===== src/rtl/reset_sequencer.sv =====
// Timed system-reset sequencer: turns a long-press request (or power-on) into a
// fixed-length sys_rst window, an init_start/init_done handshake and a release wait.
module reset_sequencer #(
    parameter int TICK_CYCLES       = 50000000,
    parameter int RST_HOLD_TICKS    = 2,
    parameter int ACK_TIMEOUT_TICKS = 3,
    parameter int COUNT_W           = 8
) (
    input  logic               clk,
    input  logic               rst_n,
    input  logic               rst_req,
    input  logic               init_done,
    output logic               sys_rst,
    output logic               init_start,
    output logic               busy,
    output logic               timeout_err,
    output logic [COUNT_W-1:0] rst_count
);

    localparam int CYC_W     = (TICK_CYCLES > 1) ? $clog2(TICK_CYCLES) : 1;
    localparam int MAX_TICKS = (RST_HOLD_TICKS > ACK_TIMEOUT_TICKS) ? RST_HOLD_TICKS : ACK_TIMEOUT_TICKS;
    localparam int TCK_W     = $clog2(MAX_TICKS + 1);
    localparam logic [CYC_W-1:0] CYC_LAST  = CYC_W'(TICK_CYCLES - 1);
    localparam logic [TCK_W-1:0] HOLD_LAST = TCK_W'(RST_HOLD_TICKS - 1);
    localparam logic [TCK_W-1:0] ACK_LAST  = TCK_W'(ACK_TIMEOUT_TICKS - 1);

    typedef enum logic [1:0] {S_IDLE, S_ASSERT, S_INIT, S_RELEASE} state_e;

    state_e             state_q, state_d;
    logic               req_s1_q, req_s2_q, req_prev_q;
    logic [CYC_W-1:0]   cyc_q, cyc_d;
    logic [TCK_W-1:0]   tck_q, tck_d;
    logic               pwr_on_q, pwr_on_d;
    logic               sys_rst_q, sys_rst_d;
    logic               init_start_q, init_start_d;
    logic               busy_q, busy_d;
    logic               timeout_err_q, timeout_err_d;
    logic [COUNT_W-1:0] rst_count_q, rst_count_d;
    logic               req_rise;
    logic               tick;

    assign req_rise = req_s2_q & ~req_prev_q;
    assign tick     = ((state_q == S_ASSERT) || (state_q == S_INIT)) && (cyc_q == CYC_LAST);

    always_ff @(posedge clk or negedge rst_n) begin
        if (!rst_n) begin
            state_q       <= S_ASSERT;
            req_s1_q      <= 1'b0;
            req_s2_q      <= 1'b0;
            req_prev_q    <= 1'b0;
            cyc_q         <= '0;
            tck_q         <= '0;
            pwr_on_q      <= 1'b1;
            sys_rst_q     <= 1'b1;
            init_start_q  <= 1'b0;
            busy_q        <= 1'b1;
            timeout_err_q <= 1'b0;
            rst_count_q   <= '0;
        end else begin
            state_q       <= state_d;
            req_s1_q      <= rst_req;
            req_s2_q      <= req_s1_q;
            // Tracking the synchronised level in every state keeps a held request
            // from looking like a fresh edge once RELEASE hands back to IDLE.
            req_prev_q    <= req_s2_q;
            cyc_q         <= cyc_d;
            tck_q         <= tck_d;
            pwr_on_q      <= pwr_on_d;
            sys_rst_q     <= sys_rst_d;
            init_start_q  <= init_start_d;
            busy_q        <= busy_d;
            timeout_err_q <= timeout_err_d;
            rst_count_q   <= rst_count_d;
        end
    end

    always_comb begin
        state_d = state_q;
        case (state_q)
            S_IDLE:    if (req_rise) state_d = S_ASSERT;
            S_ASSERT:  if (tick && (tck_q == HOLD_LAST)) state_d = S_INIT;
            S_INIT:    if (init_done || (tick && (tck_q == ACK_LAST))) state_d = S_RELEASE;
            S_RELEASE: if (!req_s2_q) state_d = S_IDLE;
            default:   state_d = S_IDLE;
        endcase

        // Timers restart on every state entry so each timed state has an exact length.
        cyc_d = cyc_q;
        tck_d = tck_q;
        if (state_d != state_q) begin
            cyc_d = '0;
            tck_d = '0;
        end else if ((state_q == S_ASSERT) || (state_q == S_INIT)) begin
            if (tick) begin
                cyc_d = '0;
                tck_d = tck_q + 1'b1;
            end else begin
                cyc_d = cyc_q + 1'b1;
            end
        end
    end

    always_comb begin
        sys_rst_d     = (state_d == S_ASSERT);
        init_start_d  = (state_d == S_INIT) && (state_q != S_INIT);
        busy_d        = (state_d != S_IDLE);
        timeout_err_d = timeout_err_q;
        rst_count_d   = rst_count_q;
        pwr_on_d      = pwr_on_q;
        if ((state_q == S_INIT) && (state_d == S_RELEASE)) begin
            timeout_err_d = ~init_done;
            if (!pwr_on_q && (rst_count_q != '1)) rst_count_d = rst_count_q + 1'b1;
            pwr_on_d = 1'b0;
        end
    end

    assign sys_rst     = sys_rst_q;
    assign init_start  = init_start_q;
    assign busy        = busy_q;
    assign timeout_err = timeout_err_q;
    assign rst_count   = rst_count_q;

endmodule

===== config.mk =====
export PLATFORM = sky130hd
export DESIGN_NAME = reset_sequencer
export DESIGN_NICKNAME = d
export VERILOG_FILES = /design/src/rtl/reset_sequencer.sv
export SDC_FILE = /design/constraint.sdc
export NUM_CORES = 1
export LEC_CHECK = 0
export ABC_CLOCK_PERIOD_IN_PS = 3300
export BUFFER_PORTS_ARGS = -buffer_cell sky130_fd_sc_hd__buf_2
export CAP_MARGIN = 40
export CORE_UTILIZATION = 50
export DETAILED_ROUTE_END_ITERATION = 12
export PLACE_DENSITY = 0.67
export SLEW_MARGIN = 20
export SYNTH_ARGS = -nofsm -noshare
export SYNTH_HDL_FRONTEND = slang
export SYNTH_SLANG_ARGS = --single-unit

===== constraint.sdc =====
create_clock -name clk -period 3.3 [get_ports clk]
set_clock_uncertainty 0.15 [all_clocks]
set_input_delay 0.495 -clock clk [delete_from_list [all_inputs] [get_ports clk]]
set_output_delay 0.495 -clock clk [all_outputs]
set_load 0.01 [all_outputs]

# [After elaboration in Yosys (flattened, before gate mapping)]
# Cells that the tools add are included.
[totals] output_inout_bits=12 register_bits=46 wordCells=56
[classes] n_reduce_logical=15 bitwise_logic=3 n_mux=11 n_eq_ne=12 n_addsub=3
[op_table] cell="26-bit two-way mux" count=3
[op_table] cell="26-bit by 1-bit adder with 26-bit output (second input constant)" count=1
[op_table] cell="26-bit == test (second input constant)" count=1
[op_table] cell="2-bit two-way mux" count=7
[op_table] cell="2-bit == test (second input constant)" count=5
[op_table] cell="8-bit by 1-bit adder with 8-bit output (second input constant)" count=1
[op_table] cell="8-bit != test (second input constant)" count=1
[op_table] cell="2-bit case mux with 4 select lines" count=1
[op_table] cell="2-bit by 1-bit == test with 1-bit output (second input constant)" count=3
[op_table] cell="1-bit logical AND" count=6
[op_table] cell="2-bit nonzero test" count=3
[op_table] cell="2-bit AND reduction" count=2
[op_table] cell="2-bit by 1-bit adder with 2-bit output (second input constant)" count=1
[op_table] cell="2-bit zero test" count=1
[op_table] cell="1-bit logical OR" count=2
[op_table] cell="2-bit != test" count=1
[op_table] cell="2-bit != test (second input constant)" count=1
[op_table] cell="1-bit inverter" count=2
[op_table] cell="1-bit AND" count=1
[op_table] cell="1-bit zero test" count=1

# [Depth between registers and ports, before layout]
[logic_depth] word_depth=10 mapped_depth=9

# [Least setup slack after synthesis]
# OpenSTA, ideal clock, no wires.
[synth_timing] path_kind="register to register" startpoint="register state_q[0]" endpoint="register rst_count_q[1], in the netlist rst_count[1]" stages_incl_launch_ff=9 setup_time_ns=0.128 period_less_slack_ns=2.737 setup_slack_ns=0.563 t_arrival_ns=2.459 n_path_buf=1 path_cell_list="dfstp_2 > inv_1 > ha_1 > clkbuf_1 > nor2b_1 > a311oi_1 > nor4_1 > nand2_1 > mux2_1"
[synth_between] elab_chain_cells=10 word_cells_on_any_way=17 classes_between="4 x eq/ne; 5 x mux; 8 x reduce/logical"
[synth_lines] element="from (decl)" line_no="29" rtl="state_e state_q, state_d;"
[synth_lines] element="from (signal assigned)" line_no="60" rtl="state_q <= state_d;"
[synth_lines] element="2-bit by 1-bit == test with 1-bit output / 2-bit == test (equally long branches)" line_no="43, 79, 110"
[synth_lines] element="1-bit logical OR" line_no="43" rtl="assign tick = ((state_q == S_ASSERT) || (state_q == S_INIT)) && (cyc_q == CYC_LAST);"
[synth_lines] element="1-bit logical AND" line_no="43"
[synth_lines] element="1-bit logical AND" line_no="82" rtl="S_INIT: if (init_done || (tick && (tck_q == ACK_LAST))) state_d = S_RELEASE;"
[synth_lines] element="1-bit logical OR" line_no="82"
[synth_lines] element="2-bit two-way mux" line_no="82"
[synth_lines] element="2-bit case mux with 4 select lines" line_no="79" rtl="case (state_q)"
[synth_lines] element="2-bit == test" line_no="110" rtl="if ((state_q == S_INIT) && (state_d == S_RELEASE)) begin"
[synth_lines] element="1-bit logical AND *" line_no="110"
[synth_lines] element="2-bit AND reduction (no line) *"
[synth_lines] element="to (signal assigned)" line_no="73" rtl="rst_count_q <= rst_count_d;"
[synth_lines] element="to (decl)" line_no="38" rtl="logic [COUNT_W-1:0] rst_count_q, rst_count_d;"
# Mark *: on every way between the ends. The rest lies on a longest branch, timed or not.
# A chain may end at the register's enable or synchronous reset.

# [Final worst setup path]
[layout_timing] startpoint="register state_q[0]" endpoint="register cyc_q[11]"
[layout_between] elab_chain_cells=9 word_cells_on_any_way=19 classes_between="4 x eq/ne; 8 x mux; 7 x reduce/logical"
[layout_lines] element="2-bit by 1-bit == test with 1-bit output / 2-bit == test (equally long branches)" line_no="43, 79, 93"
[layout_lines] element="1-bit logical OR" line_no="43, 93"
[layout_lines] element="1-bit logical AND" line_no="43"
[layout_lines] element="1-bit logical AND" line_no="82"
[layout_lines] element="1-bit logical OR" line_no="82"
[layout_lines] element="2-bit two-way mux" line_no="82"
[layout_lines] element="2-bit case mux with 4 select lines" line_no="79"
[layout_lines] element="2-bit != test" line_no="90" rtl="if (state_d != state_q) begin"
[layout_lines] element="26-bit two-way mux / 2-bit nonzero test (equally long branches)"
[layout_lines] element="to (signal assigned)" line_no="66" rtl="cyc_q <= cyc_d;"
[layout_lines] element="to (decl)" line_no="31" rtl="logic [CYC_W-1:0] cyc_q, cyc_d;"
# Several ways; a longest one is shown, not always the timed one. The select of a mux whose other input is x is not followed.

==> flow_metrics.py <==
metrics = {
    "global_route": {
        "antenna_found_initial": 0,
        "grt_pass1_wl_um": 11100,
        "track_usage": 0.234,
        "grt_max_degree": 29,
        "grt_overflow_total": 0,
        "grt_pass1_vias": 2334,
    },
    "synth": {
        "syn_nets": 315,
        "syn_avg_cell_area_um2": 9.14,
        "yosysUniqueCellTypes": 56,
        "yosysWarnings": 0,
        "synth_area_um2": 2770,
        "ys_seq_area_frac": 0.417,
        "synth-seq-cells": 46,
        "syn_inst": 303,
    },
    "floorplan": {
        "die-area_um2": 5840,
        "start_util": 0.532,
        "io_pins": 16,
        "core_area_um2": 5200,
        "die_h_um": 76.4,
        "die_w_um": 76.4,
        "row_count": 26,
    },
    "clock_tree": {
        "clockRootBuffer": "clkbuf_8",
        "cts_sinks": 46,
        "post-cts-setup-buffers": 0,
        "cts_resized": 0,
        "cts_tree": "yes",
        "clk_latency_ps": 300,
        "numCtsBuffers": 5,
        "cts.reportedPaths.clkPinSlew_ps": 90,
        "cts_buffer_depth": 2,
        "postCtsHoldBufs": 0,
        "ctsHtreeMaxLevel": 2,
    },
    "detailed_routing": {
        "drtPass1Iterations": 4,
        "via_per_inst": 5.95,
        "drtIter0Drc": 114,
        "avgRoutedWirePerCell_um": 15.7,
        "drc": 0,
        "wirelength_um": 6150,
        "via_count": 2326,
        "antenna_left": 0,
    },
    "worst_setup_path": {
        "cp_slowest_cell": "dfstp_2",
        "cp_common_cell": "buf_4",
        "r2r-start": "state_q[0]",
        "crit_required_ps": 3330,
        "path_max_fanout": 28,
        "startpoint": "state_q[0]",
        "r2r_end": "cyc_q[11]",
        "crit_type": "reg2reg",
        "slowest_delay_ps": 620,
        "r2r_setup_slack_ps": 360,
        "end_kind": "flip-flop",
        "crit_end": "cyc_q[11]",
        "crit_arrival_ps": 2960,
        "crit_chain": "inv_1 -> ha_1 -> nand4bb_1 -> nor4_2 -> buf_4 -> nand2_2 -> o2111ai_4 -> buf_4 -> nor2_1",
        "r2r_cells": 9,
        "crit_path_start_kind": "flip-flop",
    },
    "power_and_ir_drop": {
        "p_leak_nw": 1.22,
        "ir_worst_vdd_mv": 0.270,
        "power_density_nw_per_um2": 506,
    },
    "place": {
        "globalplace.congestion": 0.888,
        "dp_cells": 382,
        "portBuffers": 15,
        "dp.final_hpwl_um": 4210,
        "place_ws_ps": 290,
    },
    "final_layout": {
        "antenna_cells": 0,
        "final_layout_size_suffix_gt1_frac": 0.156,
        "final_nets": 332,
        "area_growth_pct": 11.3,
        "instances_no_fill": 391,
    },
    "outcome": {
        "status": "finished clean",
    },
    "sta": {
        "finalSetupTns_ps": 0,
        "drv_slew": 0,
        "tightest_slew_ps": 710,
        "relSlewSlack": 0.523,
        "whs_ps": 14.9,
        "setup_ws_ps": 363,
        "period_share": 0.890,
        "rsz0062_at_grt": "false",
        "setup_viol": 0,
        "fmax_mhz": 340,
        "period_needed_ps": 2940,
        "hold_viol_final": 0,
    },
    "job": {
        "cap_violations": 0,
    },
    "min_path": {
        "hold_path_class": "in2async",
    },
}
## flip-flops by register name, summed over array words and instances (netlist names)
name         flops
cyc_q           26
rst_count        8
state_q          2
tck_q            2
busy             1
init_start       1
pwr_on_q         1
req_prev_q       1
req_s1_q         1
req_s2_q         1
sys_rst          1
timeout_err      1
## layer usage
metal  routed length [um]  global-route usage  vias to the layer above
li1                     -                   -                     1157
met1                 2900               0.302                     1108
met2                 2930               0.398                       51
met3                  212              0.0407                       10
met4                  107              0.0731                        0
met5                    0                   0                        -
## layout make-up
| class | instances | area [um2] |
|---|---|---|
| fill | 473 | 2120 |
| multi-input combinational | 231 | 1500 |
| sequential | 46 | 1160 |
| timing repair buffer | 25 | 160 |
| tap | 70 | 87.6 |
| clock buffer | 6 | 82.6 |
| clock inverter | 2 | 60.1 |
| inverter | 11 | 41.3 |
## through the flow
stage	area (um2)	utilization	total power [mW]
6_report	3080	0.592	1.56
4_1_cts	3080	0.591	1.58
3_5_place_dp	2940	0.564	1.05
5_1_grt	3080	0.592	1.66
3_3_place_gp	2920	0.560	1.04
2_1_floorplan	2770	-	0.936
## kinds of logic (layout without fill, tap and decap cells)
logic type | count (synthesis) | in the layout | synth area share
fa+ha+maj | 8 | 8 | 0.0361
flops | 46 | 46 | 0.417
buf+inv | 26 | 44 | 0.0429
xor+xnor | 13 | 13 | 0.0411
simple gates | 137 | 137 | 0.287
compound gates | 69 | 69 | 0.160
mux | 4 | 4 | 0.0154
## where the power goes
part / total [mW] / internal, mW / leakage [nW] / switching [mW]
registers: 0.643 / 0.608 / 0.616 / 0.0345
logic: 0.400 / 0.122 / 0.533 / 0.278
clock network: 0.517 / 0.323 / 0.0714 / 0.194
## Yosys cell counts (all sizes together)
cell type	count	area, um2
a21boi	2	15.0
nand3b	1	7.51
and4	3	26.3
ha	8	100
nand4bb	1	11.3
dfstp	4	105
buf	8	50.1
nor2	20	75.1
nand4	13	87.6
or2	2	12.5
nor3	6	35.0
or3	11	68.8
mux2	2	22.5
a311oi	5	43.8
a32oi	2	17.5
or4b	2	23.8
dfrtp	42	1050
a211oi	1	7.51
nor4	10	96.4
nor2b	3	18.8
a21o	2	15.0
nand3	24	120
a22oi	6	45.0
and4b	1	10.0
a221oi	1	8.76
a21oi	26	130
xnor2	11	96.3
and2	2	12.5
and3	3	18.8
a211o	1	8.76
nand2	26	100
nand2b	2	12.5
inv	11	41.3
or3b	1	8.76
o311a	1	10.0
or4	4	30.0
a31o	1	8.76
o21ai	15	75.1
nor3b	2	20.0
mux2i	2	20.0
clkbuf	7	27.5
o2111ai	1	26.3
a31oi	5	31.3
xor2	2	17.5
## worst min-delay path by stage
| stage | start | to | slack (ps) | cells after the start |
|---|---|---|---|---|
| 3_5_place_dp | req_s1_q | req_s2_q | 190 | 0 |
| 2_1_floorplan | rst_n | cyc_q[0] | 50 | 0 |
| 6_report | rst_n | timeout_err | 10 | 1 |
| 4_1_cts | rst_n | timeout_err | 30 | 1 |
| 5_1_grt | rst_n | init_start | 50 | 1 |
| 3_3_place_gp | req_s1_q | req_s2_q | 180 | 0 |
## critical path: cells and delay by family (launching register included)
family / cells / cell delay (ps)
flops: 1 / 620
buf+inv: 3 / 690
simple gates: 4 / 810
fa+ha+maj: 1 / 310
compound gates: 1 / 230
## placed cells by master, fill, tap and decap left out, types with 2 or more instances in the layout
master	netlist	final
a21o_1	2	2
a21oi_1	26	26
a22oi_1	6	6
a311oi_1	5	5
a31oi_1	5	5
a32oi_1	2	2
and2_1	2	2
and3_1	3	3
and4_1	3	3
buf_2	4	15
buf_4	4	8
bufinv_16	0	2
clkbuf_8	0	6
dfrtp_1	42	42
dfstp_2	4	4
ha_1	8	8
inv_1	11	11
mux2i_1	2	2
nand2_1	25	25
nand2b_1	2	2
nand3_1	24	24
nand4_1	12	12
nor2_1	20	20
nor2b_1	3	3
nor3_1	5	5
nor4_1	6	6
nor4_2	3	3
o21ai_0	15	15
or3_1	11	11
or4_1	4	4
xnor2_1	11	11
xor2_1	2	2
Power figures use the tool's default switching activity.
